$ cat src/rtl/audio_pkg.sv
// audio_pkg: constants and types shared by the PDM capture block and the
// I2S amplifier transmitter.
//   SAMPLE_W   - PCM sample width
//   SLOT_W     - I2S slot width (bits per channel)
//   FRAME_BITS - bits per I2S frame (two slots)
//   sample_t   - signed PCM sample type
//   slot_bit() - serial data bit for a given position within a slot
package audio_pkg;

    localparam int SAMPLE_W   = 18;
    localparam int SLOT_W     = 32;
    localparam int FRAME_BITS = 64;
    localparam int BIT_W      = $clog2(FRAME_BITS);

    typedef logic signed [SAMPLE_W-1:0] sample_t;

    // Philips framing: MSB goes out one bit after the WS edge, the slot
    // tail past the LSB is zero-padded.
    function automatic logic slot_bit(input sample_t s, input logic [4:0] p);
        if (p >= 5'd1 && p <= 5'(SAMPLE_W)) begin
            return s[5'(SAMPLE_W) - p];
        end
        return 1'b0;
    endfunction

endpackage

$ cat src/rtl/sample_fifo.sv
// sample_fifo: synchronous FIFO, single-cycle push and pop.
//   clk_i   - clock, rising edge
//   rst_ni  - synchronous active-low reset (empties the FIFO)
//   flush_i - synchronous flush (empties the FIFO)
//   push_i  - write data_i (accepted if not full, or if a pop frees a slot)
//   data_i  - write data
//   pop_i   - remove the head entry (ignored when empty)
//   data_o  - head entry, valid while not empty
//   full_o  - FIFO holds DEPTH entries
//   empty_o - FIFO holds no entries
module sample_fifo #(
    parameter int DEPTH = 4,
    parameter int WIDTH = 18
) (
    input  logic             clk_i,
    input  logic             rst_ni,
    input  logic             flush_i,
    input  logic             push_i,
    input  logic [WIDTH-1:0] data_i,
    input  logic             pop_i,
    output logic [WIDTH-1:0] data_o,
    output logic             full_o,
    output logic             empty_o
);

    localparam int AW = $clog2(DEPTH);

    logic [WIDTH-1:0] mem_q [DEPTH];
    logic [AW-1:0]    wr_ptr_q, wr_ptr_d;
    logic [AW-1:0]    rd_ptr_q, rd_ptr_d;
    logic [AW:0]      count_q, count_d;
    logic             do_push, do_pop;

    assign full_o  = (count_q == (AW+1)'(DEPTH));
    assign empty_o = (count_q == '0);
    assign data_o  = mem_q[rd_ptr_q];

    // A pop on a full FIFO frees the slot the simultaneous push lands in.
    assign do_pop  = pop_i && !empty_o;
    assign do_push = push_i && (!full_o || do_pop);

    always_comb begin
        wr_ptr_d = wr_ptr_q;
        rd_ptr_d = rd_ptr_q;
        count_d  = count_q;
        if (do_push) begin
            wr_ptr_d = wr_ptr_q + AW'(1);
        end
        if (do_pop) begin
            rd_ptr_d = rd_ptr_q + AW'(1);
        end
        case ({do_push, do_pop})
            2'b10:   count_d = count_q + (AW+1)'(1);
            2'b01:   count_d = count_q - (AW+1)'(1);
            default: count_d = count_q;
        endcase
    end

    always_ff @(posedge clk_i) begin
        if (!rst_ni || flush_i) begin
            wr_ptr_q <= '0;
            rd_ptr_q <= '0;
            count_q  <= '0;
        end else begin
            wr_ptr_q <= wr_ptr_d;
            rd_ptr_q <= rd_ptr_d;
            count_q  <= count_d;
        end
    end

    always_ff @(posedge clk_i) begin
        if (do_push) begin
            mem_q[wr_ptr_q] <= data_i;
        end
    end

endmodule

$ cat src/rtl/i2s_amp_tx.sv
// i2s_amp_tx: buffers mono PCM samples and serialises them as Philips I2S
// frames (same sample in left and right slots) for a MAX98357A amplifier.
//   clk_i      - system clock, rising edge
//   reset_n_i  - synchronous active-low reset
//   enable_i   - 1 = run, 0 = idle (flush FIFO, clear flags, outputs low)
//   s_valid_i  - one-cycle strobe, s_data_i holds a new sample
//   s_data_i   - signed PCM sample
//   bclk_o     - I2S bit clock, clk_i / (2*CLK_DIV)
//   ws_o       - I2S word select, 0 = left, 1 = right
//   sd_o       - I2S serial data, MSB first
//   overflow_o - sticky, a sample was dropped on a full FIFO
//   underrun_o - sticky, a frame started with the FIFO empty
module i2s_amp_tx
    import audio_pkg::*;
#(
    parameter int CLK_DIV    = 16,
    parameter int FIFO_DEPTH = 4
) (
    input  logic    clk_i,
    input  logic    reset_n_i,
    input  logic    enable_i,
    input  logic    s_valid_i,
    input  sample_t s_data_i,
    output logic    bclk_o,
    output logic    ws_o,
    output logic    sd_o,
    output logic    overflow_o,
    output logic    underrun_o
);

    localparam int DIV_W = $clog2(CLK_DIV);

    logic [DIV_W-1:0] div_cnt_q, div_cnt_d;
    logic [BIT_W-1:0] bit_q, bit_d, bit_nxt;
    logic             bclk_q, bclk_d;
    logic             ws_q, ws_d;
    logic             sd_q, sd_d;
    logic             ovf_q, ovf_d;
    logic             und_q, und_d;
    sample_t          frame_q, frame_d;

    logic                div_tc, fall, frame_start, push;
    logic [SAMPLE_W-1:0] fifo_rdata;
    logic                fifo_full, fifo_empty;

    assign div_tc      = (div_cnt_q == DIV_W'(CLK_DIV - 1));
    assign fall        = div_tc && bclk_q;
    assign bit_nxt     = bit_q + BIT_W'(1);
    assign frame_start = fall && (bit_nxt == '0);
    assign push        = s_valid_i && enable_i;

    sample_fifo #(
        .DEPTH (FIFO_DEPTH),
        .WIDTH (SAMPLE_W)
    ) u_fifo (
        .clk_i   (clk_i),
        .rst_ni  (reset_n_i),
        .flush_i (!enable_i),
        .push_i  (push),
        .data_i  (s_data_i),
        .pop_i   (frame_start),
        .data_o  (fifo_rdata),
        .full_o  (fifo_full),
        .empty_o (fifo_empty)
    );

    always_comb begin
        div_cnt_d = div_tc ? '0 : div_cnt_q + DIV_W'(1);
        bclk_d    = div_tc ? !bclk_q : bclk_q;
        bit_d     = bit_q;
        ws_d      = ws_q;
        sd_d      = sd_q;
        frame_d   = frame_q;
        ovf_d     = ovf_q;
        und_d     = und_q;

        if (frame_start) begin
            if (fifo_empty) begin
                frame_d = '0;
                und_d   = 1'b1;
            end else begin
                frame_d = sample_t'(fifo_rdata);
            end
        end

        if (fall) begin
            bit_d = bit_nxt;
            // WS leads the slot by one bit: high for b = 31..62.
            ws_d  = (bit_nxt >= BIT_W'(SLOT_W - 1)) && (bit_nxt != BIT_W'(FRAME_BITS - 1));
            sd_d  = slot_bit(frame_d, bit_nxt[4:0]);
        end

        // A full FIFO only drops the sample when no pop frees a slot.
        if (push && fifo_full && !frame_start) begin
            ovf_d = 1'b1;
        end
    end

    always_ff @(posedge clk_i) begin
        if (!reset_n_i || !enable_i) begin
            div_cnt_q <= '0;
            bit_q     <= BIT_W'(FRAME_BITS - 1);
            bclk_q    <= 1'b0;
            ws_q      <= 1'b0;
            sd_q      <= 1'b0;
            frame_q   <= '0;
            ovf_q     <= 1'b0;
            und_q     <= 1'b0;
        end else begin
            div_cnt_q <= div_cnt_d;
            bit_q     <= bit_d;
            bclk_q    <= bclk_d;
            ws_q      <= ws_d;
            sd_q      <= sd_d;
            frame_q   <= frame_d;
            ovf_q     <= ovf_d;
            und_q     <= und_d;
        end
    end

    assign bclk_o     = bclk_q;
    assign ws_o       = ws_q;
    assign sd_o       = sd_q;
    assign overflow_o = ovf_q;
    assign underrun_o = und_q;

endmodule

$ cat config.mk
export PLATFORM = sky130hd
export DESIGN_NAME = i2s_amp_tx
export DESIGN_NICKNAME = d
export VERILOG_FILES = /design/src/rtl/audio_pkg.sv /design/src/rtl/sample_fifo.sv /design/src/rtl/i2s_amp_tx.sv
export SDC_FILE = /design/constraint.sdc
export NUM_CORES = 1
export LEC_CHECK = 0
export ABC_AREA = 1
export BUFFER_PORTS_ARGS = -buffer_cell sky130_fd_sc_hd__buf_4
export CAP_MARGIN = 20
export CORE_MARGIN = 4
export CORE_UTILIZATION = 50
export DETAILED_ROUTE_END_ITERATION = 8
export GPL_ROUTABILITY_DRIVEN = 0
export HOLD_SLACK_MARGIN = 0.02
export PLACE_DENSITY = 0.7
export SLEW_MARGIN = 0
export SYNTH_ARGS = -nofsm -noshare
export SYNTH_HDL_FRONTEND = slang
export SYNTH_SLANG_ARGS = --single-unit
$ cat constraint.sdc
create_clock -name clk_i -period 3.7 [get_ports clk_i]
set_clock_uncertainty 0.05 [all_clocks]
set_input_delay 0.37 -clock clk_i [delete_from_list [all_inputs] [get_ports clk_i]]
set_output_delay 0.37 -clock clk_i [all_outputs]
set_load 0.02 [all_outputs]
==> impl_metrics.tcl, run 1 <==
set metrics [dict create \
    synthesis.nets 567 \
    timing.fmax_mhz 310 \
    async_flop_share_pct 0 \
    path_buf_inv 3 \
    ys_seq_area_share_pct 59.6 \
    nNetsFinal 621 \
    required_ps 4090 \
    drv_slew 0 \
    peakVddDrop_v 0.000462 \
    synth_cell_type_count 34 \
    dieArea_sq_um 11700 \
    utilization_pct 63.4 \
    numCtsBuffers 17 \
    clock-sinks 114 \
    synthFlopType "edfxtp_1" \
    postSynthCellCount 533 \
    crit_path_max_fanout 19 \
    layout-drive-gt1-share_pct 14.4 \
    outcome "complete, no violations" \
    clockBufferDepth 2 \
    yosysMostFrequentCell "nand2_1" \
    criticalPathCategory "reg2reg" \
    fin_hold_ws_ps 220 \
    synthTopCellsByArea "edfxtp_1 (43%), dfxtp_1 (17%), nand2_1 (9.8%)" \
    finalNonFillerCells 732 \
    wire_per_inst_microns 14.9 \
    critPathTopFamily "simple AND/OR/NAND/NOR gates" \
    cts_htree_levels 4 \
    worst_slew_pin_slew_ps 606 \
    area_delta_synth_final_pct 23.0 \
    register_area_sq_um 3000 \
    grt_pass1_vias 3938 \
    synth_top_area_share_pct 42.9 \
    core-area_sq_um 9770 \
    synthMuxAreaShare_pct 0 \
    synth_warnings 0 \
    insertion_delay_ps 510 \
    grt_pass1_wl_microns 18600 \
    arrival_ps 3620 \
    post-dp-hpwl_microns 6560 \
    synth_xor_area_share_pct 1.02 \
    critPathLaunchType "flop" \
    syn_area_per_cell_sq_um 9.45 \
    synth_top_family_by_area "simple AND/OR/NAND/NOR gates" \
    rsz0062_at_grt "false" \
    synth_compound_area_share_pct 7.82 \
    slowest_delay_ps 460 \
    crit_slowest_cell "dfxtp_1" \
    finalSetupViolCount 0 \
    synth-seq-cells 114 \
    port_buffers 26 \
    synth_area_sq_um 5040 \
    synth-simple-area-share_pct 23.3 \
    grt_antenna_before_repair 0 \
    leakage_nw 2.52 \
    hold_violations 0 \
    cts.root.buffer_cell "clkbuf_8" \
    die_width_microns 108 \
    cts_tree "built" \
    synth_fa_ha_area_share_pct 3.13 \
    end_kind "flop" \
    maxSlewHeadroom_pct 59.5 \
    synth_edf_count 72 \
    start_util_pct 51.5 \
    cp_cell_sequence "ha_1 -> nand3_2 -> nand2_1 -> nand2_2 -> nor2_4 -> nand3_4 -> nand2_1 -> inv_1 -> nor2_2 -> inv_2 -> ha_1 -> inv_1 -> fa_1 -> a21oi_1 -> o21ai_0 -> o21ai_0 -> a21oi_1" \
    drv_cap 0 \
    multi_input_area_sq_um 1780 \
    yosysTopAreaCell "edfxtp_1" \
    yosys-top-cells-count "nand2_1 (131), edfxtp_1 (72), nor2_1 (59)" \
    routed_wl_microns 10900 \
    die_y_microns 108 \
    fin_crit_ps 3230 \
    power_mw 3.29 \
    tns_ps 0 \
    vias 3824 \
    drc 0 \
    hold_class "in2reg" \
    drtAntennaViolNets 0 \
    drtIter0Drc 214 \
    gr-usage-all-layers_pct 20.8 \
    io_pins 27 \
    dp.cells 683 \
    overflow 0 \
    via_per_inst 5.22 \
    finalCritPeriodShare_pct 87.3 \
    fillCellCount 762 \
    path_clk_slew_ps 60 \
    fp-row-count 36 \
    grt_max_degree 37 \
    n_antenna_cell 0 \
    firstDrtPassIters 5 \
    power_density_nw_per_um2 531 \
]
[what timing repair did]
item                                   in CTS  in global routing
endpoints found under the hold margin      72                  0
setup buffers                               0                  0
resized for setup                           0                  0
hold buffers                               18                  0
[power by group]
part	switching (mW)	total, mW	internal [mW]
clock	0.595	1.76	1.17
combinational	0.0927	0.151	0.0587
sequential	0.00572	1.37	1.37
total	0.693	3.29	2.60
[cells by family after synthesis]
| group | count (synthesis) |
|---|---|
| compound gates | 71 |
| xor+xnor | 5 |
| fa+ha+maj | 12 |
| buf+inv | 61 |
| flops | 114 |
| simple gates | 270 |
[final cells by class]
class | instances | area share [%]
Clock buffer | 17 | 6.68
Clock inverter | 14 | 3.68
Inverter | 42 | 2.54
Multi-Input combinational cell | 358 | 28.7
Sequential cell | 114 | 48.5
Tap cell | 133 | 2.69
Timing Repair Buffer | 54 | 7.27
[cells in the final DEF, fill, tap and decap left out, drive strengths merged, types with 18 or more instances in the layout]
cell / netlist / routed
nand2: 137 / 137
edfxtp: 72 / 72
nor2: 64 / 64
nand3: 58 / 58
inv: 41 / 45
dfxtp: 42 / 42
buf: 12 / 36
o21ai: 28 / 28
a21oi: 27 / 27
dlygate4sd3: 0 / 18
[sequential cells by signal, summed over array words and instances, names as in the netlist, named ones only]
| name | cells |
|---|---|
| div_cnt_q | 4 |
| sd_o | 1 |
| ws_o | 1 |
| bclk_o | 1 |
| u_fifo.wr_ptr_q | 2 |
| bit_q | 6 |
| underrun_o | 1 |
| frame_q | 18 |
| u_fifo.count_q | 3 |
| u_fifo.rd_ptr_q | 2 |
| overflow_o | 1 |
| u_fifo.mem_q | 72 |
[routing by layer]
metal  vias up  share of wire (%)  global-route usage, %
met4         0                1.9                   8.84
met5         -                  0                      0
met2        88                 52                   36.5
met3        20                4.3                   4.90
met1      1811                 42                   24.3
li1       1905                  -                      -
[path summary, 6_finish.rpt]
check	startpoint	depth (start not counted)	slack (ps)	end
hold / removal	s_valid_i	4	220	overflow_o$_SDFFE_PP0P_
hold reg to reg	div_cnt_q[0]$_SDFF_PP0_	1	400	div_cnt_q[0]$_SDFF_PP0_
setup reg to reg	bit_q[1]$_SDFFE_PP1P_	17	470	u_fifo.count_q[2]$_SDFFE_PP0P_
setup / recovery	bit_q[1]$_SDFFE_PP1P_	17	470	u_fifo.count_q[2]$_SDFFE_PP0P_
[metrics by stage]
step / setup slack [ps] / area [sq um]
final: 471 / 6200
after global routing: 154 / 6200
after CTS: 460 / 6200
after detailed placement: 475 / 5370
after global placement: 632 / 5370
after floorplan: 724 / 5040
[tightest hold or removal path, stage by stage]
cell     delay [ps]
buf_4            70
nand2_1          70
nor2_1          120
o21a_1          110
Power figures use the tool's default switching activity.
==> run 2, diff against run 1 <==
CELL_PAD_IN_SITES_DETAIL_PLACEMENT = 1   (was not set)
CELL_PAD_IN_SITES_GLOBAL_PLACEMENT = 2   (was not set)
CORE_UTILIZATION = 39   (was 50)
PLACE_DENSITY = 0.82   (was 0.7)
RECOVER_POWER = 25   (was not set)
==> run 2 against run 1 <==
Maximum frequency fell by 1.8%. Cell count rose by 3.3%. Non-clock buffer count shrank 16. Flip-flop and latch count did not move. Hold slack got worse by 100 ps. Critical path depth is 3 lower. Utilization is 16 points lower. Final area down 2.8%. Power is 1.6% lower. Combinational power shrank 13%. Wire length increased by 13%.
==> impl_metrics.tcl, run 2 (same netlist as run 1, synthesis figures left out) <==
set metrics [dict create \
    gr-usage-all-layers_pct 18.3 \
    required_ps 3940 \
    path_clk_slew_ps 50 \
    rsz0062_at_grt "false" \
    cts_setup_buffers 0 \
    reg.largest.list "u_fifo.mem_q: 72 flops, frame_q: 18 flops, bit_q: 6 flops" \
    cts.root.buffer_cell "clkbuf_16" \
    peakVddDrop_v 0.000296 \
    register_area_sq_um 3000 \
    overflow 0 \
    hold_depth 1 \
    multi_input_area_sq_um 1780 \
    grt_antenna_before_repair 0 \
    timing.fmax_mhz 304 \
    die_width_microns 122 \
    fin_crit_ps 3290 \
    largest_register_ffs 72 \
    layout-drive-gt1-share_pct 12.7 \
    leakage_nw 2.40 \
    post-dp-hpwl_microns 8220 \
    port_buffers 26 \
    die_y_microns 122 \
    hold_class "in2reg" \
    nNetsFinal 605 \
    firstDrtPassIters 4 \
    fp-row-count 41 \
    via_per_inst 5.02 \
    cts_htree_levels 4 \
    wire_per_inst_microns 16.3 \
    grt_pass1_wl_microns 20600 \
    worstRegToRegCells 14 \
    drv_cap 0 \
    crit_path_max_fanout 14 \
    routed_wl_microns 12300 \
    cts_resized 0 \
    core-area_sq_um 12600 \
    power_density_nw_per_um2 538 \
    drv_slew 0 \
    clock-sinks 114 \
    area_delta_synth_final_pct 19.5 \
    drc 0 \
    power_mw 3.24 \
    clockBufferDepth 2 \
    grt_pass1_vias 4053 \
    drtIter0Drc 186 \
    layout_commonest_cell "nand2_1" \
    max_flop_register "u_fifo.mem_q" \
    final_cell_mix "nand2_1 (131), edfxtp_1 (72), nor2_1 (59), nand3_1 (54), dfxtp_1 (42)" \
    cts_tree "built" \
    start_util_pct 39.9 \
    numCtsBuffers 17 \
    insertion_delay_ps 410 \
    cts_hold_buf 0 \
    criticalPathCategory "reg2reg" \
    postLayoutCellArea_sq_um 6020 \
    dieArea_sq_um 14800 \
    io_pins 27 \
    vias 3792 \
    hold_violations 0 \
    end_kind "flop" \
    outcome "complete, no violations" \
    finalSetupViolCount 0 \
    utilization_pct 47.7 \
    fillCellCount 1461 \
    maxSlewHeadroom_pct 56.0 \
    place_area_sq_um 5440 \
    critPathLaunchType "flop" \
    worst_slew_pin_slew_ps 660 \
    drtAntennaViolNets 0 \
    grt_max_degree 37 \
    tns_ps 0 \
    finalCritPeriodShare_pct 88.9 \
    n_antenna_cell 0 \
    arrival_ps 3530 \
]
-- run 2: cell count changes in the layout (fill, tap and decap cells not counted), sizes merged --
| cell | change |
|---|---|
| clkbuf | +18 |
| dlygate4sd3 | -18 |
| buf | -11 |
| inv | -4 |
| clkinvlp | +2 |
| bufinv | -1 |
| clkinv | -1 |
-- run 2: where the power goes --
part / internal [mW] / total, mW / switching [mW]
registers: 1.37 / 1.37 / 0.00583
clock network: 1.18 / 1.73 / 0.555
logic: 0.0406 / 0.132 / 0.0918
total: 2.58 / 3.24 / 0.653
-- run 2: cell type report --
type	count	area share, %
clock buffer	22	7.88
timing repair buffer	38	3.93
multi-input combinational	358	29.5
clock inverter	10	2.62
tap	172	3.57
inverter	42	2.62
sequential	114	49.9
-- run 2: worst max-delay path, cell delays in order, from the launching register on --
cell     delay, ps
dfxtp_1        470
ha_1           370
nand3_2        110
nand2_1        100
nand2_2        100
nor2_4         350
nand3_2        190
nor2_2         220
ha_1           180
inv_1           70
fa_1           390
a21oi_1        150
o21ai_0        130
o21ai_0        220
a21oi_1         60
-- run 2: path summary, 6_finish.rpt --
path,startpoint,endpoint,slack (ps)
max,bit_q[1]$_SDFFE_PP1P_,u_fifo.count_q[2]$_SDFFE_PP0P_,410
min reg2reg,div_cnt_q[0]$_SDFF_PP0_,div_cnt_q[0]$_SDFF_PP0_,410
min,s_data_i[13],u_fifo.mem_q[3][13]$_DFFE_PP_,120
max reg2reg,bit_q[1]$_SDFFE_PP1P_,u_fifo.count_q[2]$_SDFFE_PP0P_,410
-- run 2: stage by stage --
step,std cells,hold slack (ps),setup slack (ps)
2_1_floorplan,533,368,724
3_3_place_gp,724,381,651
3_5_place_dp,724,400,477
4_1_cts,756,91.0,394
5_1_grt,756,110,73.6
6_report,756,118,411
-- run 2: per-layer routing --
layer  share of wire [%]  vias up  global-route usage, %
li1                    -     1870                      -
met1                  44     1846                   22.8
met2                  51       60                   31.3
met3                 3.3       16                   3.57
met4                 1.6        0                   7.56
met5                   0        -                      0
==> run 3, diff against run 2 <==
ABC_AREA = 0   (was 1)
CORE_UTILIZATION = 43   (was 39)
REMOVE_ABC_BUFFERS = 1   (was not set)
==> run 3 against run 2 <==
Synthesized area decreased by 4.2%. Flip-flop and latch count unchanged. Cell count decreased by 27%. Die area decreased by 12%. Wire length decreased by 16%. Synthesized cell count decreased by 32%. First-iteration DRC count increased by 17%. Largest cell class unchanged.
==> impl_metrics.tcl, run 3 <==
set metrics [dict create \
    r2r_start "bit_q[1]$_SDFFE_PP1P_" \
    required_ps 3990 \
    drv_cap 0 \
    clock-sinks 114 \
    cp_cell_sequence "ha_1 -> a21oi_2 -> nor3_2 -> nand2_2 -> inv_4 -> ha_1 -> inv_1 -> fa_1 -> xor2_1 -> or3_1 -> a21oi_1" \
    drtIter0Drc 218 \
    slowest_delay_ps 590 \
    post-dp-hpwl_microns 6560 \
    outcome "complete, no violations" \
    timing.fmax_mhz 313 \
    place_area_sq_um 5220 \
    cts_hold_buf 0 \
    numCtsBuffers 17 \
    synthTopCellsByArea "edfxtp_1 (45%), dfxtp_1 (17%), mux4_2 (8.4%)" \
    overflow 0 \
    synth-seq-cells 114 \
    peakVddDrop_v 0.000436 \
    routed_wl_microns 10400 \
    criticalPathCategory "reg2reg" \
    synth_edf_count 72 \
    postLayoutCellArea_sq_um 5740 \
    startpoint "bit_q[1]$_SDFFE_PP1P_" \
    dieArea_sq_um 13000 \
    wire_per_inst_microns 18.7 \
    cts_resized 0 \
    crit_path_max_fanout 18 \
    maxSlewHeadroom_pct 44.9 \
    final_cell_mix "edfxtp_1 (72), dfxtp_1 (42), nor2_1 (41), nand2_1 (26), buf_4 (26)" \
    power_mw 3.00 \
    yosys-top-cells-count "edfxtp_1 (72), dfxtp_1 (42), nor2_1 (41)" \
    fin_hold_ws_ps 109 \
    io_pins 27 \
    async_flop_share_pct 0 \
    yosysTopAreaCell "edfxtp_1" \
    layout_commonest_cell "edfxtp_1" \
    grt_max_degree 33 \
    fp-row-count 38 \
    critPathLaunchType "flop" \
    synth_area_sq_um 4830 \
    crit_top_cell "ha_1" \
    max_flop_register "u_fifo.mem_q" \
    area_delta_synth_final_pct 18.9 \
    grt_pass1_vias 3260 \
    power_density_nw_per_um2 523 \
    die_width_microns 114 \
    largest_register_ffs 72 \
    synth_cell_type_count 58 \
    start_util_pct 44.1 \
    finalSetupViolCount 0 \
    drv_slew 0 \
    ys_seq_area_share_pct 62.2 \
    grt_antenna_before_repair 0 \
    nNetsFinal 436 \
    drtAntennaViolNets 0 \
    tns_ps 0 \
    cts_htree_levels 4 \
    worst_slew_pin_slew_ps 825 \
    firstDrtPassIters 4 \
    hold_class "in2reg" \
    hold_violations 0 \
    synthFlopType "edfxtp_1" \
    rsz0062_at_grt "false" \
    postSynthCellCount 360 \
    end_kind "flop" \
    cts_setup_buffers 0 \
    hp-start "s_data_i[16]" \
    syn_area_per_cell_sq_um 13.4 \
    yosysMostFrequentCell "edfxtp_1" \
    finalCritPeriodShare_pct 86.3 \
    drc 0 \
    clockBufferDepth 2 \
    port_buffers 26 \
    via_per_inst 5.42 \
    synth_warnings 0 \
    grt_pass1_wl_microns 17300 \
    synth_top_area_share_pct 44.8 \
    n_antenna_cell 0 \
    cts.root.buffer_cell "clkbuf_16" \
    insertion_delay_ps 410 \
    reg.largest.list "u_fifo.mem_q: 72 flops, frame_q: 18 flops, bit_q: 6 flops" \
    path_clk_slew_ps 60 \
    cts_tree "built" \
    fin_crit_ps 3190 \
    vias 3009 \
    die_y_microns 114 \
    crit_slowest_cell "ha_1" \
    layout-drive-gt1-share_pct 21.2 \
    gr-usage-all-layers_pct 17.7 \
    leakage_nw 1.99 \
    core-area_sq_um 10900 \
    arrival_ps 3480 \
]
==> run 3: changes by cell type in the layout (fill, tap and decap cells not counted), sizes merged, moves of 13 or more <==
| cell | before | now |
|---|---|---|
| nand2 | 137 | 27 |
| nor2 | 64 | 42 |
| a21oi | 27 | 14 |
| inv | 41 | 21 |
| o21ai | 28 | 5 |
| mux4 | 0 | 18 |
| nand3 | 58 | 7 |
==> run 3: layout make-up <==
cell class	instances	area (sq um)
clock inverters	15	146
inverters	13	51.3
multi-input cells	216	1690
flip-flops and latches	114	3000
repair buffers	40	248
clock buffers	17	425
fillers	1097	5190
well taps	140	175
==> run 3: worst paths after layout <==
| check | end | slack (ps) | cells past startpoint |
|---|---|---|---|
| worst max-delay path | u_fifo.count_q[2]$_SDFFE_PP0P_ | 510 | 11 |
| worst min-delay path | u_fifo.mem_q[3][16]$_DFFE_PP_ | 110 | 1 |
| worst max register to register | u_fifo.count_q[2]$_SDFFE_PP0P_ | 510 | 11 |
| worst min register to register | ws_o$_SDFFE_PP0P_ | 400 | 2 |
==> run 3: cells by family (layout without fill, tap and decap cells) <==
logic type | count (synthesis) | in the layout | share of synthesized area (%)
adder cells (fa/ha/maj) | 12 | 12 | 3.27
AND/OR/NAND/NOR | 109 | 109 | 11.1
XOR/XNOR | 16 | 16 | 2.90
AO/OA/AOI/OAI | 57 | 57 | 8.55
buffers and inverters | 30 | 85 | 2.75
flip-flops | 114 | 114 | 62.2
multiplexers | 22 | 22 | 9.25
==> run 3: power by group <==
group / internal, mW / total [mW] / leakage [nW] / switching, mW
sequential: 1.37 / 1.37 / 0.993 / 0.00500
combinational: 0.0235 / 0.0609 / 0.726 / 0.0374
clock: 0.941 / 1.57 / 0.275 / 0.629
==> run 3: critical path, delay by kind of cell, from the launching register on <==
kind            cells  cell delay, ps
buf+inv             2             260
xor+xnor            1             170
compound gates      2             260
fa+ha+maj           3            1190
flops               1             500
simple gates        3             700
==> run 3: through the flow <==
stage / worst slack [ps] / utilization [%] / std cells
2_1_floorplan: 241 / - / 343
3_3_place_gp: 646 / 47.7 / 523
3_5_place_dp: 531 / 47.7 / 523
4_1_cts: 507 / 53.0 / 555
5_1_grt: 253 / 52.5 / 555
6_report: 508 / 52.5 / 555
==> run 3: metal layers <==
layer / global-route usage (%) / vias up / wire length, microns
met5: 0 / - / 0
met4: 7.60 / 0 / 195
met3: 4.56 / 16 / 314
met2: 29.4 / 46 / 5320
met1: 22.0 / 1508 / 4550
li1: - / 1439 / -
